## config.mk

```make
export PLATFORM = sky130hd
export DESIGN_NAME = irq_priority_ctrl8
export DESIGN_NICKNAME = d
export VERILOG_FILES = /design/src/rtl/irq_priority_ctrl8.sv
export SDC_FILE = /design/constraint.sdc
export NUM_CORES = 1
export LEC_CHECK = 0
export ABC_AREA = 1
export CORE_MARGIN = 2
export CORE_UTILIZATION = 25
export DETAILED_ROUTE_END_ITERATION = 6
export DONT_BUFFER_PORTS = 1
export GPL_ROUTABILITY_DRIVEN = 0
export HOLD_SLACK_MARGIN = 0.02
export PLACE_DENSITY_LB_ADDON = 0.25
export SLEW_MARGIN = 40
export SYNTH_ARGS = -nofsm -noshare
export SYNTH_HDL_FRONTEND = slang
export SYNTH_SLANG_ARGS = --single-unit
```

## constraint.sdc

```tcl
create_clock -name i_clk -period 1.6 [get_ports i_clk]
set_input_delay 0.16 -clock i_clk [delete_from_list [all_inputs] [get_ports i_clk]]
set_output_delay 0.16 -clock i_clk [all_outputs]
set_load 0.1 [all_outputs]
```

## src/rtl/irq_priority_ctrl8.sv

```systemverilog
// irq_priority_ctrl8: 8-channel interrupt request controller.
// Latches edge- or level-triggered requests into a pending register and
// applies a programmable mask. It picks the highest-index unmasked
// request, presents it over a valid/ack handshake, and then holds
// in-service state until end-of-interrupt.
//
//   state     | meaning
//   ----------+-------------------------------------------------------
//   S_IDLE    | nothing outstanding; waiting for an unmasked pending bit
//   S_REQ     | vector presented (o_valid = 1), frozen until i_ack
//   S_SERVICE | vector acked, consumer servicing; waiting for i_eoi
module irq_priority_ctrl8 #(
    parameter bit EDGE = 1'b1
) (
    input  logic       i_clk,
    input  logic       i_rst,
    input  logic [7:0] i_irq,
    input  logic       i_mask_wr,
    input  logic [7:0] i_mask_in,
    input  logic       i_ack,
    input  logic       i_eoi,
    output logic       o_valid,
    output logic [2:0] o_vec,
    output logic [7:0] o_pending,
    output logic [7:0] o_mask,
    output logic       o_in_service
);

    typedef enum logic [1:0] {
        S_IDLE    = 2'd0,
        S_REQ     = 2'd1,
        S_SERVICE = 2'd2
    } state_t;

    state_t     r_state;
    state_t     w_state_nxt;
    logic [7:0] r_pending;
    logic [7:0] r_irq_d;
    logic [7:0] r_mask;
    logic [2:0] r_vec;

    logic [7:0] w_set;
    logic [7:0] w_clr;
    logic [7:0] w_cand;
    logic [2:0] w_sel;
    logic       w_vec_load;

    // Request set term and the unmasked candidate set.
    always_comb begin
        w_set  = EDGE ? (i_irq & ~r_irq_d) : i_irq;
        w_cand = r_pending & ~r_mask;
    end

    // Fixed priority: the highest set candidate bit wins (bit 7 highest).
    always_comb begin
        w_sel = 3'd0;
        for (int i = 0; i < 8; i++) begin
            if (w_cand[i]) begin
                w_sel = i[2:0];
            end
        end
    end

    // Next-state logic; the ack clears exactly the presented channel.
    always_comb begin
        w_state_nxt = r_state;
        w_clr       = 8'h00;
        w_vec_load  = 1'b0;
        case (r_state)
            S_IDLE: begin
                if (w_cand != 8'h00) begin
                    w_vec_load  = 1'b1;
                    w_state_nxt = S_REQ;
                end
            end
            S_REQ: begin
                if (i_ack) begin
                    w_clr        = 8'h00;
                    w_clr[r_vec] = 1'b1;
                    w_state_nxt  = S_SERVICE;
                end
            end
            S_SERVICE: begin
                if (i_eoi) begin
                    w_state_nxt = S_IDLE;
                end
            end
            default: begin
                w_state_nxt = S_IDLE;
            end
        endcase
    end

    // State, pending, mask and vector registers. Set beats clear on a bit.
    always_ff @(posedge i_clk) begin
        if (i_rst) begin
            r_state   <= S_IDLE;
            r_pending <= 8'h00;
            r_irq_d   <= 8'h00;
            r_mask    <= 8'h00;
            r_vec     <= 3'd0;
        end else begin
            r_state   <= w_state_nxt;
            r_pending <= (r_pending & ~w_clr) | w_set;
            r_irq_d   <= i_irq;
            if (i_mask_wr) begin
                r_mask <= i_mask_in;
            end
            if (w_vec_load) begin
                r_vec <= w_sel;
            end
        end
    end

    assign o_valid      = (r_state == S_REQ);
    assign o_in_service = (r_state == S_SERVICE);
    assign o_vec        = r_vec;
    assign o_pending    = r_pending;
    assign o_mask       = r_mask;

endmodule

```

==> tab_implementation.tex, run 1 <==
\begin{tabular}{lr}
\hline
Metric & Value \\
\hline
\multicolumn{2}{l}{\textbf{Logic synthesis}} \\
Leading post-synthesis cells by cell area & sky130\_fd\_sc\_hd\_\_dfxtp\_1 (49\%), sky130\_fd\_sc\_hd\_\_nor2\_1 (11\%), sky130\_fd\_sc\_hd\_\_nand2\_1 (9.9\%) \\
Post-synthesis cell type count & 16 \\
Synthesized area divided by synthesized cell count & 7.16 sq um \\
Cells after synthesis & 164 \\
Net count after synthesis & 185 \\
Area fraction of the dominant cell type after synthesis & 49.4\% \\
Post-synthesis instance area & 1170 sq um \\
Sequential share of the synthesized area & 49.4\% \\
\#FFs+latches synth & 29 \\
Number of warning messages in the yosys log & 0 \\
Most area-hungry cell type in the Yosys netlist & sky130\_fd\_sc\_hd\_\_dfxtp\_1 \\
\multicolumn{2}{l}{\textbf{Clocking}} \\
Clock edge transition at the registers on the reported setup and hold paths & 0.06 ns \\
Root buffer cell & sky130\_fd\_sc\_hd\_\_clkbuf\_8 \\
Clk\_lat worst skew & 0.28 ns \\
Buffer count from post-CTS setup fixing & 0 \\
Number of clock sinks & 29 \\
Hold Buf Count CTS & 9 \\
CTS H-Tree Depth & 2 \\
CTS tree & yes \\
Num CTS Buffers & 5 \\
Post-CTS resize count & 0 \\
Max clock buf depth & 2 \\
\multicolumn{2}{l}{\textbf{Timing}} \\
Final count of pins violating max slew & 0 \\
Unrepaired setup endpoints after global routing & false \\
Rel. slew slack & 54.4\% \\
Worst hold-check slack & 0.0433 ns \\
Final count of hold timing violations & 0 \\
Least setup slack across all paths after layout & 0.283 ns \\
Worst-Margin Slew & 0.682 ns \\
Final clock period utilization by the worst path & 82.3\% \\
Number of setup violations in the final report & 0 \\
Shortest period the worst path allows & 1.32 ns \\
Clock skew & 0.00450 ns \\
Setup tns final & 0 ns \\
Maximum clock frequency & 759 MHz \\
\multicolumn{2}{l}{\textbf{Finish}} \\
Net total in the final layout & 218 \\
Synth-to-layout area growth & 35.5\% \\
ANT cells & 0 \\
Leading cell type in the layout, fill and taps excluded & sky130\_fd\_sc\_hd\_\_nor2\_1 \\
Sequential cell area & 601 sq um \\
Share of layout cells above drive strength 1 & 27.8\% \\
Fillcell total & 495 \\
Highest-count cells in the layout ignoring fill and taps & sky130\_fd\_sc\_hd\_\_nor2\_1 (32), sky130\_fd\_sc\_hd\_\_nand2\_1 (31), sky130\_fd\_sc\_hd\_\_inv\_1 (26) \\
Area taken by multi-input logic gates & 472 sq um \\
\multicolumn{2}{l}{\textbf{Global route}} \\
Global route overflow & 0 \\
Via count of the first global-routing pass & 1,006 \\
First-pass GRT wire length & 4600 microns \\
Largest net degree at the start of global routing & 19 \\
Global router's overall resource usage & 11.7\% \\
Number of antenna violations at the first check in global routing & 0 \\
\multicolumn{2}{l}{\textbf{Worst setup path}} \\
CP endpoint kind & primary output \\
CP arrival & 1.16 ns \\
Element type at the critical path start & flop \\
Top fanout value on the critical path & 4 \\
Crit Path Class & reg2out \\
Required arrival time at the worst endpoint & 1.44 ns \\
\multicolumn{2}{l}{\textbf{Placed design}} \\
Setup slack at placement & 0.490 ns \\
Count of input and output buffers & 0 \\
Post-DP HPWL & 2090 microns \\
\multicolumn{2}{l}{\textbf{Worst hold path}} \\
Kind of path behind the tightest hold check & in2reg \\
\multicolumn{2}{l}{\textbf{Floorplan}} \\
Horizontal die dimension & 72.6 microns \\
Row cnt & 24 \\
Initial core utilization & 26.4\% \\
Total Die Area & 5260 sq um \\
Height of the die & 72.6 microns \\
Placeable Area & 4440 sq um \\
Boundary Pins & 42 \\
\multicolumn{2}{l}{\textbf{Status}} \\
Outcome & finished, final reports clean \\
\multicolumn{2}{l}{\textbf{Detailed routing}} \\
Average wire per cell in the routed design & 11.1 microns \\
Via count & 1,024 \\
Post-DRT Antenna Nets & 0 \\
First-pass DRT Iterations & 4 \\
\# DRC & 0 \\
Final routed wirelength across all metal layers & 2770 microns \\
Iteration-0 DRC count of the detailed router & 54 \\
Average via count per standard cell & 4.10 \\
\multicolumn{2}{l}{\textbf{Pwr}} \\
Power per cell area & 1370 nW/um\^{}2 \\
Leakage & 0.766 nW \\
Max rail drop VDD & 0.000385 V \\
\multicolumn{2}{l}{\textbf{Flow run}} \\
Max-cap violations & 0 \\
\hline
\end{tabular}
## through the flow
stage | area (sq um) | util (%) | instances | power, mW
2_1_floorplan | 1200 | - | 164 | 1.40
3_3_place_gp | 1400 | 31.5 | 233 | 1.52
3_5_place_dp | 1400 | 31.5 | 233 | 1.52
4_1_cts | 1590 | 35.8 | 250 | 2.22
5_1_grt | 1590 | 35.8 | 250 | 2.30
6_report | 1590 | 35.8 | 250 | 2.19
## Yosys cell counts
master and instances:
sky130_fd_sc_hd__nor2_1 33, sky130_fd_sc_hd__dfxtp_1 29, sky130_fd_sc_hd__nor2_4 2, sky130_fd_sc_hd__nand3_1 4, sky130_fd_sc_hd__inv_1 26, sky130_fd_sc_hd__inv_2 2, sky130_fd_sc_hd__nand2_2 1, sky130_fd_sc_hd__buf_2 3
sky130_fd_sc_hd__a21oi_2 2, sky130_fd_sc_hd__nand2_1 31, sky130_fd_sc_hd__nand2_4 1, sky130_fd_sc_hd__o22ai_1 1, sky130_fd_sc_hd__o21ai_0 10, sky130_fd_sc_hd__nand3_2 1, sky130_fd_sc_hd__a21oi_1 17, sky130_fd_sc_hd__clkbuf_2 1
## flip-flops by register name, indices dropped and copies added, names as in the netlist
name and flops:
r_state 2, o_mask 8, o_vec 3, r_irq_d 8, o_pending 8
## worst max-delay path, cell delays in order, from the launching register on
cell and delay (ns):
sky130_fd_sc_hd__dfxtp_1 0.38, sky130_fd_sc_hd__inv_2 0.06, sky130_fd_sc_hd__nor2_4 0.13, sky130_fd_sc_hd__buf_4 0.31
## power breakdown
group | switching [mW] | leakage, nW | internal (mW)
clock | 0.277 | 0.0542 | 0.388
sequential | 0.0515 | 0.246 | 0.792
combinational | 0.526 | 0.466 | 0.151
total | 0.855 | 0.766 | 1.33
## routing by layer
layer / part of all wire [%] / global-route usage, % / vias to the layer above
li1: - / - / 567
met1: 47 / 15.0 / 422
met2: 43 / 16.6 / 29
met3: 7.4 / 5.14 / 6
met4: 2.6 / 6.17 / 0
met5: 0 / 0 / -
## cell families after synthesis
logic type	synth area share, %
simple gates	26.4
buf+inv	10.6
compound gates	13.5
flops	49.4
## final timing paths
path	cells after the start	slack, ns	from	to
hold / removal	2	0.04	i_ack	r_state[1]
setup reg to reg	7	0.46	r_state[0]	o_pending[2]
hold reg to reg	1	0.42	r_irq_d[7]	o_pending[7]
setup / recovery	3	0.28	r_state[0]	o_valid
## layout make-up
class / count / area share, %
sequential: 29 / 37.7
timing repair buffer: 30 / 15.6
inverter: 28 / 6.60
tap: 52 / 4.09
multi-input combinational: 103 / 29.6
clock buffer: 7 / 6.05
clock inverter: 1 / 0.314
No activity file was read; power rests on OpenSTA's default activity.
==> inputs of run 2 (changes only) <==
==> constraint.sdc (replaced) <==
create_clock -name i_clk -period 1.25 [get_ports i_clk]
set_input_delay 0.125 -clock i_clk [delete_from_list [all_inputs] [get_ports i_clk]]
set_output_delay 0.125 -clock i_clk [all_outputs]
set_load 0.1 [all_outputs]
==> run 2 against run 1 <==
  * Combinational power grew 32%
  * Flip-flop and latch count is the same
  * Final area grew 3.9%
  * Largest power group unchanged
  * Register-to-register slack lost 0.36 ns
  * Routed wire length grew 4.7%
  * Critical endpoint unchanged
==> tab_implementation.tex, run 2 (same netlist as run 1, synthesis figures left out) <==
\begin{tabular}{lr}
\hline
Metric & Value \\
\hline
\multicolumn{2}{l}{\textbf{Finish}} \\
Leading cell type in the layout, fill and taps excluded & sky130\_fd\_sc\_hd\_\_nor2\_1 \\
Highest-count cells in the layout ignoring fill and taps & sky130\_fd\_sc\_hd\_\_nor2\_1 (32), sky130\_fd\_sc\_hd\_\_nand2\_1 (30), sky130\_fd\_sc\_hd\_\_inv\_1 (24) \\
Synth-to-layout area growth & 40.7\% \\
Post-route cell area & 1650 sq um (+3.9\%) \\
ANT cells & 0 (unchanged) \\
Share of layout cells above drive strength 1 & 31.2\% (+3.4 points) \\
Fillcell total & 485 (-2.0\%) \\
Net total in the final layout & 219 (+0.46\%) \\
\multicolumn{2}{l}{\textbf{Worst setup path}} \\
Launch point of the worst reg-to-reg path & r\_state[0] \\
Terminus of the critical flop-to-flop path & o\_pending[0] \\
Endpoint of the most critical setup path & o\_valid \\
Required arrival time at the worst endpoint & 1.12 ns (-0.32 ns) \\
CP endpoint kind & primary output \\
CP arrival & 1.06 ns (-0.10 ns) \\
Launch point of the worst path & r\_state[0] \\
Top fanout value on the critical path & 4 (unchanged) \\
Element type at the critical path start & flop \\
Worst setup slack for register-to-register paths & 0.10 ns (-0.36 ns) \\
Crit Path Class & reg2out \\
Number of cells traversed by the worst register-to-register path & 7 (unchanged) \\
\multicolumn{2}{l}{\textbf{Global route}} \\
First-pass GRT wire length & 4590 microns (-0.15\%) \\
Via count of the first global-routing pass & 967 (-3.9\%) \\
Global route overflow & 0 (unchanged) \\
Global router's overall resource usage & 11.9\% (+0.15 points) \\
Largest net degree at the start of global routing & 19 (unchanged) \\
Number of antenna violations at the first check in global routing & 0 (unchanged) \\
\multicolumn{2}{l}{\textbf{Floorplan}} \\
Row cnt & 24 (unchanged) \\
Total Die Area & 5260 sq um (unchanged) \\
Boundary Pins & 42 (unchanged) \\
Initial core utilization & 26.4\% (unchanged) \\
Horizontal die dimension & 72.6 microns (unchanged) \\
Placeable Area & 4440 sq um (unchanged) \\
Height of the die & 72.6 microns (unchanged) \\
\multicolumn{2}{l}{\textbf{Detailed routing}} \\
First-pass DRT Iterations & 4 (unchanged) \\
Via count & 1,084 (+5.9\%) \\
Final routed wirelength across all metal layers & 2900 microns (+4.7\%) \\
Average wire per cell in the routed design & 11.5 microns (+4.2\%) \\
Iteration-0 DRC count of the detailed router & 61 (+13\%) \\
Post-DRT Antenna Nets & 0 (unchanged) \\
\# DRC & 0 (unchanged) \\
Average via count per standard cell & 4.32 (+5.4\%) \\
\multicolumn{2}{l}{\textbf{Worst hold path}} \\
Kind of path behind the tightest hold check & in2reg \\
\multicolumn{2}{l}{\textbf{Placed design}} \\
Total placed instance area & 1460 sq um (+4.3\%) \\
Count of input and output buffers & 0 (unchanged) \\
Post-DP HPWL & 2130 microns (+2.2\%) \\
\multicolumn{2}{l}{\textbf{Clocking}} \\
Buffer count from post-CTS setup fixing & 0 (unchanged) \\
CTS H-Tree Depth & 2 (unchanged) \\
Root buffer cell & sky130\_fd\_sc\_hd\_\_clkbuf\_8 \\
Clock edge transition at the registers on the reported setup and hold paths & 0.06 ns (about the same) \\
Clk\_lat worst skew & 0.28 ns (about the same) \\
Num CTS Buffers & 5 (unchanged) \\
Max clock buf depth & 2 (unchanged) \\
Number of clock sinks & 29 (unchanged) \\
CTS tree & yes \\
\multicolumn{2}{l}{\textbf{Pwr}} \\
Leakage & 0.770 nW (+0.48\%) \\
Overall power & 2.69 mW (+23\%) \\
Max rail drop VDD & 0.000413 V (+7.3\%) \\
Power per cell area & 1630 nW/um\^{}2 (+19\%) \\
\multicolumn{2}{l}{\textbf{Timing}} \\
Worst-Margin Slew & 0.717 ns (+0.0349 ns) \\
Number of setup violations in the final report & 0 (unchanged) \\
Unrepaired setup endpoints after global routing & false \\
Final count of hold timing violations & 0 (unchanged) \\
Shortest period the worst path allows & 1.19 ns \\
Maximum clock frequency & 842 MHz \\
Clock skew & 0.00734 ns (+0.00285 ns) \\
Final clock period utilization by the worst path & 95.1\% \\
Final count of pins violating max slew & 0 (unchanged) \\
Rel. slew slack & 52.0\% (-2.3 points) \\
\multicolumn{2}{l}{\textbf{Status}} \\
Outcome & finished, final reports clean \\
\multicolumn{2}{l}{\textbf{Flow run}} \\
Max-cap violations & 0 (unchanged) \\
\hline
\end{tabular}
==> run 2: per-stage QoR <==
step | hold WS, ns | std cells | setup TNS [ns] | worst slack, ns | utilization [%]
CTS | 0.0220 | 251 | 0 | 0.0116 | 37.0
finish | 0.0158 | 251 | 0 | 0.0618 | 37.2
detailed placement | 0.188 | 233 | 0 | 0.131 | 32.9
floorplan | 0.241 | 164 | -2.24 | -0.285 | -
global placement | 0.186 | 233 | 0 | 0.127 | 32.9
global route | 0.0229 | 251 | 0 | 0.00623 | 37.2
==> run 2: how the worst min path moves through the flow <==
stage,from,endpoint,cells past startpoint
6_report,i_eoi,r_state[1],3
5_1_grt,i_ack,r_state[0],3
4_1_cts,i_eoi,r_state[1],3
3_5_place_dp,i_rst,o_vec[2],1
3_3_place_gp,i_rst,o_vec[2],1
2_1_floorplan,i_irq[7],r_irq_d[7],2
==> run 2: area by class of cell <==
| type | instances | area [sq um] | area share [%] |
|---|---|---|---|
| clock buffer | 5 | 68.8 | 4.16 |
| clock inverter | 3 | 12.5 | 0.757 |
| inverter | 28 | 105 | 6.36 |
| multi-input combinational | 103 | 479 | 29.0 |
| sequential | 29 | 644 | 39.0 |
| tap | 52 | 65.1 | 3.94 |
| timing repair buffer | 31 | 278 | 16.8 |
==> run 2: where the power goes <==
| group | switching, mW | internal [mW] |
|---|---|---|
| clock network | 0.349 | 0.373 |
| registers | 0.0711 | 1.00 |
| logic | 0.683 | 0.210 |
==> run 2: critical path, cell delays in order, from the launching register on <==
cell,delay [ns]
sky130_fd_sc_hd__dfxtp_2,0.35
sky130_fd_sc_hd__inv_2,0.05
sky130_fd_sc_hd__nor2_4,0.16
sky130_fd_sc_hd__buf_8,0.23
==> run 2: what timing repair did <==
action / CTS / global route
pin swaps: 0 / 2
setup endpoints to repair: 1 / 3
hold endpoints to repair: 19 / 0
hold buffers: 10 / 0
gates resized for setup: 1 / 3
==> run 2: routing by layer <==
layer	GRT usage, %	share of wire (%)	wire length (microns)	vias up
met4	5.56	1.9	54	0
met5	0	0	0	-
met2	18.5	47	1350	37
li1	-	-	-	572
met3	6.53	8.3	241	6
met1	13.2	43	1250	469
